### src/rtl/cam_capture.sv
// Camera capture front end: pairs RGB565 bytes framed by VSYNC/HREF, decimates the frame
// and emits an RGB332 pixel stream straight into the frame-buffer RAM.
module cam_capture #(
  parameter int unsigned bitsPixel = 8,
  parameter int unsigned srcWidth  = 640,
  parameter int unsigned srcHeight = 480,
  parameter int unsigned decimH    = 4,
  parameter int unsigned decimV    = 4,
  parameter int unsigned numPixel  = (srcWidth / decimH) * (srcHeight / decimV)
) (
  input  logic                 clk,
  input  logic                 rst_n,
  input  logic                 i_vsync,
  input  logic                 i_href,
  input  logic [7:0]           i_data,
  output logic                 o_DV,
  output logic [bitsPixel-1:0] o_pixel,
  output logic                 o_frameDone,
  output logic                 o_frameErr
);

  localparam int unsigned ColW = (srcWidth > 1) ? $clog2(srcWidth) : 1;
  localparam int unsigned RowW = (srcHeight > 1) ? $clog2(srcHeight) : 1;
  localparam int unsigned CntW = $clog2(numPixel + 1);
  localparam int unsigned DhW  = (decimH > 1) ? $clog2(decimH) : 1;
  localparam int unsigned DvW  = (decimV > 1) ? $clog2(decimV) : 1;

  localparam logic [ColW-1:0] ColMax = ColW'(srcWidth - 1);
  localparam logic [RowW-1:0] RowMax = RowW'(srcHeight - 1);
  localparam logic [CntW-1:0] NumPix = CntW'(numPixel);
  localparam logic [DhW-1:0]  DhMax  = DhW'(decimH - 1);
  localparam logic [DvW-1:0]  DvMax  = DvW'(decimV - 1);

  typedef enum logic [1:0] {StWaitVsync, StWaitFrame, StActive} state_e;

  state_e          state_q;
  logic            vsync_q, href_q;
  logic            phase_q;
  logic [5:0]      hi_bits_q;   // only the R[4:2] and G[5:3] bits of the high byte
  logic [ColW-1:0] col_q;
  logic [DhW-1:0]  col_mod_q;
  logic            col_full_q;
  logic [RowW-1:0] row_q;
  logic [DvW-1:0]  row_mod_q;
  logic [CntW-1:0] out_cnt_q;
  logic            overrun_q;

  logic vs_rise, vs_fall, href_fall, keep;

  always_comb begin
    vs_rise   = i_vsync & ~vsync_q;
    vs_fall   = ~i_vsync & vsync_q;
    href_fall = ~i_href & href_q;
    keep      = (col_mod_q == '0) && (row_mod_q == '0);
  end

  always_ff @(posedge clk or negedge rst_n) begin
    if (!rst_n) begin
      state_q     <= StWaitVsync;
      vsync_q     <= 1'b0;
      href_q      <= 1'b0;
      phase_q     <= 1'b0;
      hi_bits_q   <= '0;
      col_q       <= '0;
      col_mod_q   <= '0;
      col_full_q  <= 1'b0;
      row_q       <= '0;
      row_mod_q   <= '0;
      out_cnt_q   <= '0;
      overrun_q   <= 1'b0;
      o_DV        <= 1'b0;
      o_pixel     <= '0;
      o_frameDone <= 1'b0;
      o_frameErr  <= 1'b0;
    end else begin
      vsync_q     <= i_vsync;
      href_q      <= i_href;
      o_DV        <= 1'b0;
      o_frameDone <= 1'b0;
      o_frameErr  <= 1'b0;

      unique case (state_q)
        StWaitVsync: begin
          if (i_vsync) state_q <= StWaitFrame;
        end

        StWaitFrame: begin
          if (vs_fall) begin
            state_q    <= StActive;
            phase_q    <= 1'b0;
            col_q      <= '0;
            col_mod_q  <= '0;
            col_full_q <= 1'b0;
            row_q      <= '0;
            row_mod_q  <= '0;
            out_cnt_q  <= '0;
            overrun_q  <= 1'b0;
          end
        end

        StActive: begin
          // A vsync rise closes the frame and wins over any byte on the same cycle.
          if (vs_rise) begin
            state_q     <= StWaitFrame;
            o_frameDone <= 1'b1;
            o_frameErr  <= (out_cnt_q != NumPix) || overrun_q;
          end else if (i_href) begin
            if (!col_full_q) begin
              if (!phase_q) begin
                hi_bits_q <= {i_data[7:5], i_data[2:0]};
                phase_q   <= 1'b1;
              end else begin
                phase_q <= 1'b0;
                if (keep) begin
                  // Never write past the frame buffer; remember the overrun instead.
                  if (out_cnt_q < NumPix) begin
                    o_DV      <= 1'b1;
                    o_pixel   <= bitsPixel'({hi_bits_q, i_data[4:3]});
                    out_cnt_q <= out_cnt_q + 1'b1;
                  end else begin
                    overrun_q <= 1'b1;
                  end
                end
                if (col_q == ColMax) col_full_q <= 1'b1;
                else                 col_q      <= col_q + 1'b1;
                col_mod_q <= (col_mod_q == DhMax) ? '0 : col_mod_q + 1'b1;
              end
            end
          end else if (href_fall) begin
            phase_q    <= 1'b0;
            col_q      <= '0;
            col_mod_q  <= '0;
            col_full_q <= 1'b0;
            if (row_q != RowMax) row_q <= row_q + 1'b1;
            // The line-modulus keeps running past the last line so oversize frames overrun.
            row_mod_q <= (row_mod_q == DvMax) ? '0 : row_mod_q + 1'b1;
          end
        end

        default: state_q <= StWaitVsync;
      endcase
    end
  end

endmodule

### config.mk
export PLATFORM = sky130hd
export DESIGN_NAME = cam_capture
export DESIGN_NICKNAME = d
export VERILOG_FILES = /design/src/rtl/cam_capture.sv
export SDC_FILE = /design/constraint.sdc
export NUM_CORES = 1
export LEC_CHECK = 0
export CORE_MARGIN = 8
export CORE_UTILIZATION = 50
export CTS_CLUSTER_DIAMETER = 50
export CTS_CLUSTER_SIZE = 8
export DETAILED_ROUTE_END_ITERATION = 10
export HOLD_SLACK_MARGIN = 0.12
export PLACE_DENSITY = 0.71
export SKIP_CTS_REPAIR_TIMING = 1
export SLEW_MARGIN = 20
export SYNTH_ARGS = -nofsm -noshare
export SYNTH_HDL_FRONTEND = slang
export SYNTH_SLANG_ARGS = --single-unit
export TNS_END_PERCENT = 10
### constraint.sdc
create_clock -name clk -period 4.4 [get_ports clk]
set_clock_uncertainty 0.15 [all_clocks]
set_input_delay 0.88 -clock clk [delete_from_list [all_inputs] [get_ports clk]]
set_output_delay 0.88 -clock clk [all_outputs]
set_load 0.05 [all_outputs]
==> flow_summary_export.csv <==
group,metric,value,unit
clocking,insertion_delay,0.31,ns
setup_path,critical_path.cell_chain,"clkdlybuf4s50_1, nand4bb_2, o31ai_4, o21ai_2, or4_1, a21oi_1",
clocking,cts_sinks,53,
clocking,cts_buffer_depth,2,
synthesis,synth_seq_area_share,49.6,%
final_layout,n_antenna_cell,0,
timing,fin_crit,2.83,ns
setup_path,arrival,2.91,ns
floorplanning,rows,26,
clocking,tritoncts,"yes",
clocking,clk_pin_slew,0.09,ns
final_layout,syn2layout_area_growth,12.3,%
final_layout,final_area,0.00300,mm2
detailed_routing,first_pass_iters,6,
synthesis,synth_warnings,0,
floorplanning,die-area,0.00794,mm2
setup_path,cp_slowest_cell,"or4_1",
floorplanning,die_w,89.1,um
synthesis,syn_nets,286,
placed_design,dp.cells,351,
final_layout,final_common_cell,"dfrtp_1",
global_route,track_usage,15.4,%
final_layout,final_cells,359,
timing,finalCritPeriodShare,64.3,%
placed_design,dp_slack,1.24,ns
status,run_status,"finished, final reports clean",
timing,fin_ws,1.57,ns
global_route,grt_max_degree,34,
detailed_routing,final_antenna_net_count,0,
setup_path,critPathLaunchType,"primary input",
global_route,antenna_found_initial,0,
global_route,grt_overflow,0,
synthesis,synth_area,0.00267,mm2
synthesis,synthCells,268,
setup_path,crit_path_max_incr_delay,0.54,ns
synthesis,synth.top_cell.area_share,49.6,%
floorplanning,fp.dieH,89.1,um
synthesis,ys_ff_latch,53,
floorplanning,io_pins,23,
timing,worst_slew_pin_slew,0.950,ns
timing,setup_viol,0,
detailed_routing,drt_iter0_drc,98,
power_and_ir_drop,power,1.04,mW
final_layout,drive_gt1_share,6.92,%
detailed_routing,routedWlPerCell,14.8,um
synthesis,synth_flop_cell,"dfrtp_1",
placed_design,portBuffers,22,
detailed_routing,vias,1975,
global_route,grt_pass1_wl,9.60,mm
synthesis,synth_edf_count,0,
clocking,htree_num_levels,2,
floorplanning,initial_core_util,52.0,%
timing,relSlewSlack,36.5,%
detailed_routing,vias_per_cell,5.50,
setup_path,crit_fanout,12,
placed_design,dp_hpwl,3.87,mm
global_route,grt_pass1_vias,2092,
floorplanning,fp.coreArea,0.00514,mm2
clocking,cts_root_buffer,"clkbuf_8",
setup_path,cp.required,4.48,ns
hold_path,hp-class,"reg2reg",
detailed_routing,drcViolationCount,0,
global_route,grt_busiest_layer,"met2",
final_layout,final_cell_mix,"53 x dfrtp_1, 41 x nand2_1, 21 x clkdlybuf4s50_1",
run,cap_viol_max_count,0,
synthesis,synth_area_leaders,"dfrtp_1 50%, nand2_1 5.8%, o21ai_0 3.0%",
global_route,grt.met2_usage,26.5,%
final_layout,finalNetCount,306,
detailed_routing,routed_wl,5.32,mm
synthesis,yosys.area.top_type,"dfrtp_1",
synthesis,ys_types,51,
timing,rsz0062_at_grt,"no",
clocking,numCtsBuffers,5,
synthesis,async_flop_share,100,%
timing,setup_tns,0,ns
setup_path,cp-end-kind,"flop",
global_route,met1_usage,18.4,%
power_and_ir_drop,p_per_area,347,mW/mm2
placed_design,place_area,0.00292,mm2
power_and_ir_drop,peakVddDrop,0.209,mV
timing,final_hold_viol_count,0,
timing,fmax,353,MHz
setup_path,worstSetupPathType,"in2reg",
power_and_ir_drop,p_leak,1.33,nW
synthesis,synth.avg_cell_area,9.98,um2
timing,drv_slew,0,
placed_design,gp_congestion,0.846,
global_route,grt.met3_usage,4.41,%
## power by group
group	switching [mW]	leakage, nW	internal [mW]
clock	0.153	0.0450	0.111
combinational	0.132	0.567	0.0754
sequential	0.0336	0.722	0.538
total	0.318	1.33	0.724
## stage by stage
step | hold slack (ns) | util, %
2_1_floorplan | 0.285 | -
5_1_grt | 0.363 | 58.4
6_report | 0.327 | 58.4
3_5_place_dp | 0.309 | 56.8
4_1_cts | 0.331 | 58.4
3_3_place_gp | 0.294 | 56.8
## cell usage after synthesis, types with 3 or more instances
library cell,instances
or3_1,6
nand4_1,4
nand3_1,10
and2_1,3
a21oi_1,11
inv_1,16
xor2_1,7
buf_2,4
or4_1,6
o2111ai_1,4
mux2_1,6
o21ai_1,5
dfrtp_1,53
o21ai_0,16
nor2_1,16
o211ai_1,4
ha_1,6
and3_1,5
nand2_1,41
## flip-flops by register name (all words and copies together), names as in the netlist
name         flops
col_q           10
o_DV             1
href_q           1
overrun_q        1
o_pixel          8
state_q          2
col_mod_q        2
o_frameErr       1
out_cnt_q       15
o_frameDone      1
col_full_q       1
phase_q          1
row_mod_q        2
hi_bits_q        6
vsync_q          1
## worst max-delay path, delay by kind of cell
family	cells	cell delay, ns
compound gates	3	0.53
buf+inv	1	0.49
simple gates	2	1.00
## kinds of logic after synthesis
family | count (synthesis) | share of synthesized area [%]
fa+ha+maj | 6 | 2.81
flops | 53 | 49.6
xor+xnor | 9 | 2.95
compound gates | 57 | 15.0
simple gates | 110 | 22.0
buf+inv | 26 | 4.68
mux | 7 | 2.95
## final cells by class
| type | count | area [um2] |
|---|---|---|
| Fill cell | 507 | 2140 |
| Multi-Input combinational cell | 189 | 1220 |
| Inverter | 16 | 60.1 |
| Timing Repair Buffer | 23 | 223 |
| Clock inverter | 2 | 10.0 |
| Sequential cell | 53 | 1330 |
| Clock buffer | 6 | 72.6 |
| Tap cell | 70 | 87.6 |
## routing by layer
metal,vias to the layer above,wire length (um)
li1,987,-
met1,953,2370
met2,25,2650
met3,10,222
met4,0,78
met5,-,0
## path summary, 6_finish.rpt
path,from,to,slack [ns],cells after the start
setup / recovery,i_vsync,out_cnt_q[8],1.57,6
hold / removal,hi_bits_q[3],o_pixel[5],0.33,2
setup reg to reg,state_q[0],hi_bits_q[3],1.97,4
hold reg to reg,hi_bits_q[3],o_pixel[5],0.33,2
max in group asynchronous,rst_n,o_pixel[0],2.88,2
min in group asynchronous,rst_n,col_mod_q[0],0.47,1
Power figures use the tool's default switching activity.
==> patch, RTL diff (same settings) <==
Reset style: synchronous (`rst_n`), changed in one clocked block.
--- a/src/rtl/cam_capture.sv
+++ b/src/rtl/cam_capture.sv
@@ -55,5 +55,5 @@
   end
 
-  always_ff @(posedge clk or negedge rst_n) begin
+  always_ff @(posedge clk) begin
     if (!rst_n) begin
       state_q     <= StWaitVsync;
Function: differs if rst_n is asserted again (counterexample within 4 cycles, from zero or initial values and one cycle with rst_n low); with rst_n held inactive, the same outputs for 4 cycles.
==> patch against the original RTL <==
Area after synthesis shrank 4.5%. Routed wire length up 0.66%. Worst setup slack improved by 0.012 ns. Critical path type unchanged. Final cell count rose by 7.5%. Sequential cell count stayed put. Final area is 3.5% lower. Critical path depth unchanged.
Power is not compared: it rests on default switching activity, and its combinational part moved more than twofold at a synthesized area within 25%.
==> patch: results (changes against the original RTL) <==
Vias in the first global route -> 2,024 (-3.3%)
Mapped Nets -> 316 (+10%)
Fillers -> 496 (-2.2%)
Synth area leaders -> dfxtp_1, mux2i_1, nor2_1
FFs w/ async S/R, synth -> 0% (-100 points)
CP max-delay cell -> clkdlybuf4s50_1
Hpwl dp -> 3820 µm (-1.1%)
Post-synth top cells -> dfxtp_1, nor2_1, nand2_1, a21oi_1, o21ai_0
Syn. warnings -> 0 (unchanged)
Pin count of the biggest net entering global routing -> 29 (-15%)
Fin cells -> 386 (+7.5%)
Slew HR -> 56.2% (+20 points)
Post-Synthesis Cells -> 297 (+11%)
Placed insts -> 378 (+7.7%)
Distinct cells, synth -> 47 (-7.8%)
Most frequent cell after synthesis -> dfxtp_1
Final WL -> 5350 µm (+0.66%)
Global-route wire length before repair -> 9160 µm (-4.6%)
GRT Overall Usage -> 14.9% (-0.46 points)
Area after DPL -> 2810 µm² (-3.9%)
Final GP Congestion -> 0.842 (-0.40%)
Crit path max fanout -> 8 (-4)
Share of cells above drive strength 1 -> 6.33% (-0.59 points)
Final nets -> 334 (+9.2%)
Multi-input gate area -> 1390 µm² (+14%)
Biggest registers after layout -> out_cnt_q (15), col_q (10), o_pixel (8)
Place WS -> 1.27 ns (+0.0254 ns)
Via density per instance -> 5.71 (+3.8%)
Outcome -> finished, final reports clean
Worst path arrival time -> 2.92 ns (about the same)
Sequential area share after synthesis -> 41.6% (-8.0 points)
Crit-path max cell delay -> 0.62 ns (+0.08 ns)
Iter 0 DRT Violations -> 172 (+76%)
Pre-antenna DRT Iters -> 4 (-2)
-- patch: changes by cell type after synthesis, sizes merged, moves of 7 or more --
| cell | before | now |
|---|---|---|
| xor2 | 7 | 0 |
| a21oi | 11 | 23 |
| nor2 | 16 | 35 |
| mux2 | 7 | 0 |
| nand2 | 42 | 26 |
| nand4 | 5 | 13 |
| mux2i | 0 | 14 |
| dfrtp | 53 | 0 |
| dfxtp | 0 | 53 |
-- patch: routing by layer --
layer / track usage, % / routed length [µm]
met4: 5.63 / 78
met5: 0 / 0
met2: 21.8 / 2260
met1: 20.1 / 2660
met3: 4.25 / 355
-- patch: logic make-up (layout without fill, tap and decap cells) --
| kind of cell | Yosys count | count (layout) | synth area share (%) |
|---|---|---|---|
| AO/OA/AOI/OAI | 74 | 74 | 19.6 |
| XOR/XNOR | 3 | 3 | 1.03 |
| adder cells (fa/ha/maj) | 7 | 7 | 3.43 |
| buffers and inverters | 23 | 42 | 3.87 |
| flip-flops | 53 | 53 | 41.6 |
| multiplexers | 14 | 14 | 5.49 |
| AND/OR/NAND/NOR | 123 | 123 | 25.0 |
-- patch: cell type report --
class	count	area share (%)
repair buffers	22	7.60
flip-flops and latches	53	36.6
clock buffers	5	2.38
inverters	12	1.56
multi-input cells	221	48.1
well taps	70	3.02
clock inverters	3	0.734
-- patch: final timing paths --
path | from | to | slack, ns | cells after the start
worst max-delay path | i_href | col_q[8]$_SDFFE_PN0P_ | 1.58 | 6
worst min-delay path | col_q[5]$_SDFFE_PN0P_ | col_q[5]$_SDFFE_PN0P_ | 0.33 | 1
worst max register to register | state_q[1]$_SDFFE_PN0P_ | o_pixel[3]$_SDFFE_PN0P_ | 1.90 | 5
worst min register to register | col_q[5]$_SDFFE_PN0P_ | col_q[5]$_SDFFE_PN0P_ | 0.33 | 1
